### src/rtl/fil_campaign_pkg.sv
// Shared types and limits for the stuck-at fault campaign controller.
package fil_campaign_pkg;

    typedef enum logic [2:0] {
        IDLE,
        RUN,
        DRAIN,
        UPDATE,
        SETTLE,
        DONE
    } state_e;

    localparam int CMP_LAT_MIN = 1;
    localparam int CMP_LAT_MAX = 8;

    // At least one bit so PATS=1 still yields a legal index port.
    function automatic int idx_w(input int pats);
        return (pats > 1) ? $clog2(pats) : 1;
    endfunction

endpackage

### src/rtl/fil_vpipe.sv
// Latency-compensation shift register carrying {valid, pattern index} to the compare point.
module fil_vpipe
    import fil_campaign_pkg::*;
#(
    parameter int DEPTH = 1,
    parameter int IW    = 1
) (
    input  logic          clk,
    input  logic          rst,
    input  logic          vld_i,
    input  logic [IW-1:0] idx_i,
    output logic          vld_o,
    output logic [IW-1:0] idx_o,
    output logic          pend_o
);

    logic [DEPTH-1:0]         vld_q;
    logic [DEPTH-1:0][IW-1:0] idx_q;

    always_ff @(posedge clk) begin
        if (rst) begin
            vld_q <= '0;
            idx_q <= '0;
        end else begin
            vld_q[0] <= vld_i;
            idx_q[0] <= idx_i;
            for (int k = 1; k < DEPTH; k++) begin
                vld_q[k] <= vld_q[k-1];
                idx_q[k] <= idx_q[k-1];
            end
        end
    end

    assign vld_o = vld_q[DEPTH-1];
    assign idx_o = idx_q[DEPTH-1];

    // Patterns still in flight behind the one being compared this cycle.
    generate
        if (DEPTH > 1) begin : g_pend
            assign pend_o = |vld_q[DEPTH-2:0];
        end else begin : g_nopend
            assign pend_o = 1'b0;
        end
    endgenerate

endmodule

### src/rtl/fil_campaign_ctrl.sv
// Stuck-at fault campaign sequencer: drives patterns per fault, scores detection, steps the FIL.
module fil_campaign_ctrl
    import fil_campaign_pkg::*;
#(
    parameter int OUT_BITS   = 32,
    parameter int PATS       = 16,
    parameter int CMP_LAT    = 1,
    parameter int EARLY_EXIT = 1,
    parameter int CNT_W      = 16,
    parameter int IDX_W      = idx_w(PATS)
) (
    input  logic                clk,
    input  logic                rst,
    input  logic                start,
    input  logic                FIL_END,
    input  logic [OUT_BITS-1:0] CUT_OP,
    input  logic [OUT_BITS-1:0] FF_OP,
    input  logic [OUT_BITS-1:0] OUT_MASK,
    output logic                FIL_INC,
    output logic                pat_en,
    output logic                busy,
    output logic                done,
    output logic [CNT_W-1:0]    fault_cnt,
    output logic [CNT_W-1:0]    det_cnt,
    output logic [IDX_W-1:0]    last_det_pat
);

    localparam int LAT = (CMP_LAT < CMP_LAT_MIN) ? CMP_LAT_MIN :
                         (CMP_LAT > CMP_LAT_MAX) ? CMP_LAT_MAX : CMP_LAT;
    localparam logic [IDX_W-1:0] LAST_IDX = IDX_W'(PATS - 1);

    state_e             state_q, state_d;
    logic [IDX_W-1:0]   pat_idx_q, pat_idx_d;
    logic               det_flag_q, det_flag_d;
    logic [CNT_W-1:0]   fault_cnt_q, fault_cnt_d;
    logic [CNT_W-1:0]   det_cnt_q, det_cnt_d;
    logic [IDX_W-1:0]   ldp_q, ldp_d;

    logic               cmp_vld;
    logic [IDX_W-1:0]   cmp_idx;
    logic               pipe_pend;
    logic               mismatch;

    fil_vpipe #(
        .DEPTH (LAT),
        .IW    (IDX_W)
    ) u_vpipe (
        .clk    (clk),
        .rst    (rst),
        .vld_i  (pat_en),
        .idx_i  (pat_idx_q),
        .vld_o  (cmp_vld),
        .idx_o  (cmp_idx),
        .pend_o (pipe_pend)
    );

    assign mismatch = cmp_vld & (|((CUT_OP ^ FF_OP) & OUT_MASK));

    always_ff @(posedge clk) begin
        if (rst) begin
            state_q     <= IDLE;
            pat_idx_q   <= '0;
            det_flag_q  <= 1'b0;
            fault_cnt_q <= '0;
            det_cnt_q   <= '0;
            ldp_q       <= '0;
        end else begin
            state_q     <= state_d;
            pat_idx_q   <= pat_idx_d;
            det_flag_q  <= det_flag_d;
            fault_cnt_q <= fault_cnt_d;
            det_cnt_q   <= det_cnt_d;
            ldp_q       <= ldp_d;
        end
    end

    always_comb begin
        state_d     = state_q;
        pat_idx_d   = pat_idx_q;
        det_flag_d  = det_flag_q;
        fault_cnt_d = fault_cnt_q;
        det_cnt_d   = det_cnt_q;
        ldp_d       = ldp_q;
        pat_en      = 1'b0;
        busy        = 1'b0;
        done        = 1'b0;
        FIL_INC     = 1'b0;

        // Only the first detecting pattern of a fault is recorded.
        if (mismatch && !det_flag_q) begin
            det_flag_d = 1'b1;
            ldp_d      = cmp_idx;
        end

        case (state_q)
            IDLE: begin
                fault_cnt_d = '0;
                det_cnt_d   = '0;
                ldp_d       = '0;
                pat_idx_d   = '0;
                det_flag_d  = 1'b0;
                if (start) state_d = RUN;
            end
            RUN: begin
                pat_en    = 1'b1;
                busy      = 1'b1;
                pat_idx_d = pat_idx_q + 1'b1;
                if (pat_idx_q == LAST_IDX || (EARLY_EXIT != 0 && det_flag_q))
                    state_d = DRAIN;
            end
            DRAIN: begin
                busy = 1'b1;
                if (!pipe_pend) state_d = UPDATE;
            end
            UPDATE: begin
                busy = 1'b1;
                if (fault_cnt_q != '1) fault_cnt_d = fault_cnt_q + 1'b1;
                if (det_flag_q && det_cnt_q != '1) det_cnt_d = det_cnt_q + 1'b1;
                if (FIL_END) begin
                    state_d = DONE;
                end else begin
                    FIL_INC = 1'b1;
                    state_d = SETTLE;
                end
            end
            SETTLE: begin
                busy       = 1'b1;
                det_flag_d = 1'b0;
                pat_idx_d  = '0;
                state_d    = RUN;
            end
            DONE: begin
                done = 1'b1;
            end
            default: state_d = IDLE;
        endcase
    end

    assign fault_cnt    = fault_cnt_q;
    assign det_cnt      = det_cnt_q;
    assign last_det_pat = ldp_q;

endmodule

### config.mk
export PLATFORM = sky130hd
export DESIGN_NAME = fil_campaign_ctrl
export DESIGN_NICKNAME = d
export VERILOG_FILES = /design/src/rtl/fil_campaign_pkg.sv /design/src/rtl/fil_vpipe.sv /design/src/rtl/fil_campaign_ctrl.sv
export SDC_FILE = /design/constraint.sdc
export NUM_CORES = 1
export LEC_CHECK = 0
export ABC_AREA = 1
export CORE_MARGIN = 3
export CORE_UTILIZATION = 47
export DETAILED_ROUTE_END_ITERATION = 8
export GPL_ROUTABILITY_DRIVEN = 1
export PLACE_DENSITY_LB_ADDON = 0.3
export SYNTH_ARGS = -nofsm -noshare
export SYNTH_HDL_FRONTEND = slang
export SYNTH_SLANG_ARGS = --single-unit
### constraint.sdc
create_clock -name clk -period 3.85 [get_ports clk]
set_clock_uncertainty 0.1 [all_clocks]
set_input_delay 0.77 -clock clk [delete_from_list [all_inputs] [get_ports clk]]
set_output_delay 0.77 -clock clk [all_outputs]
set_load 0.05 [all_outputs]
==> metrics <==
Die Y 90.5 um; Pre-antenna DRT Iters 5; total of max-cap violations 0; cts repair resizes 0; commonest non-fill, non-tap cell in the layout nand2_1; first-pass GRT wire length 16,600 um; Vias/cell 4.97; Post-Syn Instances 547; Final Power 1290 uW; clock network power share 30.0%; Ys Warns 0; n_diodes 0; FP Rows 30; EDFF count, synth 0; Worst Path Required 2.98 ns; Initial Utilization 48.9%; FF-to-FF Start det_cnt[1]; # placed instances 774; initial antenna violation count 0; Yosys top cell area share 29.2%; fin crit period 3.16 ns; Remaining Overflow, GRT 0; VDD IR max 361 uV; postcts setup bufs 0; unrepaired setup endpoints after global routing no; FF-to-FF setup slack 1.46 ns; outcome finished clean; Synth cell types 42; Syn Area/Cell 6.13 um2; Seq/Total Area, Yosys 29.2%; Area contributors post-synth dfxtp_1 29%, nand2_1 17%, inv_1 9.6%; Num CTS Buffers 5; TNS Setup 0 ns; Synth async-reset ratio 0%; Root Buffer clkbuf_8; switching power 396 uW; Max FO, Critical Path 15; CORE AREA 6870 um2; Switching Share 30.6%; Critical Path AT 2.29 ns; gr usage total 24.2%; clk sink count 49; leakage power 0.00206 uW; CP endpoint kind primary output; Setup CP Type register to primary output; Tcrit/Tclk final 82.2%; # setup viols final 0; final instance area 4910 um2; Worst-Margin Slew 0.535 ns; DRC viols 0; Die Wd 90.5 um; layout cell share with drive strength beyond 1 8.75%; vias in the first global route 3,685; share of power burned in registers 41.4%; Combinational Power Share 28.6%; die area 8190 um2; H-tree depth 2; Worst R2R End det_cnt[15]; Bufs on Longest Clock Path 2; Hold Buf Count CTS 0; Worst R2R Path Depth 12; Crit. Startpoint state_q[0]; max_slew headroom 64.2%; Worst-Skew Late Latency 0.31 ns; ys flop type dfxtp_1; Placed Area 4790 um2; Final GP Congestion 0.882; hpwl dp 7770 um; DRT Wirelength 9920 um; fillcell total 572; internal power 897 uW; port buffer count 139; detailed-route wire length per cell 12.7 um; most frequent cells in the layout 152 x nand2_1, 139 x clkdlybuf4s50_1, 86 x inv_1; starting DRC count in detailed routing 238; Syn Nets 650; Boundary Pins 140; Hold Violations, Final 0; CTS tree built; Slew Viols, Final 0; mapped cell area 3360 um2; largest net degree at the start of global routing 25; Non-Filler Instances 782; type of origin of the critical path register; post-detailed-route count of antenna-violating nets 0; #FFs+latches synth 49; vias 3,884; area leader, netlist dfxtp_1; area growth from synthesis to layout 46.4%; Clock transition at path regs 0.10 ns; crit path to FIL_INC; fmax 316 MHz; hold crit path type register to register; power density cells 263 nW/um2; # nets final 788
==> Yosys cell counts (all sizes together), types with 2 or more instances <==
cell,n
a21oi,31
buf,8
clkbuf,2
dfxtp,49
ha,3
inv,94
nand2,164
nand3,62
nand3b,2
nand4,5
nor2,84
nor3,8
o21ai,11
or2,4
xor2,8
==> metrics by stage <==
| step | utilization, % | hold WS (ns) | worst slack, ns |
|---|---|---|---|
| finish | 71.5 | 0.364 | 0.686 |
| CTS | 71.5 | 0.368 | 0.703 |
| global route | 71.5 | 0.403 | 0.586 |
| floorplan | - | 0.331 | 1.39 |
| global placement | 69.8 | 0.332 | 0.793 |
| detailed placement | 69.8 | 0.342 | 0.777 |
==> critical path: stages, from the launching register on <==
cell,delay [ns]
dfxtp_1,0.38
nand2_1,0.12
nor2_4,0.26
inv_2,0.21
nor2_1,0.19
clkdlybuf4s50_1,0.83
==> per-layer routing <==
layer	vias up	track usage (%)	routed length, um
met5	-	0	0
met3	22	6.17	728
met2	146	43.1	4820
met1	1737	28.2	4120
met4	0	7.53	243
li1	1979	-	-
==> worst min-delay path by stage <==
stage / startpoint / end / cells past startpoint
final: u_vpipe.idx_o[1] / last_det_pat[1] / 2
after global routing: u_vpipe.idx_o[1] / last_det_pat[1] / 2
after CTS: u_vpipe.idx_o[1] / last_det_pat[1] / 2
after detailed placement: u_vpipe.idx_o[2] / last_det_pat[2] / 2
after global placement: u_vpipe.idx_o[3] / last_det_pat[3] / 2
after floorplan: u_vpipe.idx_o[0] / last_det_pat[0] / 2
==> layout make-up <==
cell class / instances / area (um2) / share of cell area, %
well taps: 96 / 120 / 2.44
repair buffers: 141 / 1410 / 28.6
flip-flops and latches: 49 / 981 / 20.0
clock inverters: 2 / 37.5 / 0.764
inverters: 94 / 353 / 7.18
multi-input cells: 394 / 1930 / 39.3
clock buffers: 6 / 82.6 / 1.68
==> power groups by stage <==
stage / Clock [uW] / Sequential, uW / Combinational [uW]
global route: 411 / 538 / 403
global placement: 0 / 546 / 352
CTS: 391 / 536 / 369
detailed placement: 0 / 547 / 365
finish: 387 / 536 / 370
floorplan: 0 / 570 / 196
==> logic make-up (layout without fill, tap and decap cells) <==
family | count (synthesis) | count (layout) | share of synthesized area [%]
simple gates | 331 | 331 | 44.5
compound gates | 51 | 51 | 9.66
flops | 49 | 49 | 29.2
buf+inv | 104 | 243 | 13.2
xor+xnor | 9 | 9 | 2.35
fa+ha+maj | 3 | 3 | 1.12
==> sequential cells by signal, indices dropped and copies added, names as in the netlist <==
name,cells
det_flag_q,1
u_vpipe.idx_o,4
fault_cnt,16
last_det_pat,4
u_vpipe.vld_o,1
pat_idx_q,4
state_q,3
det_cnt,16
Note: power is estimated with default switching activity, not from simulation.
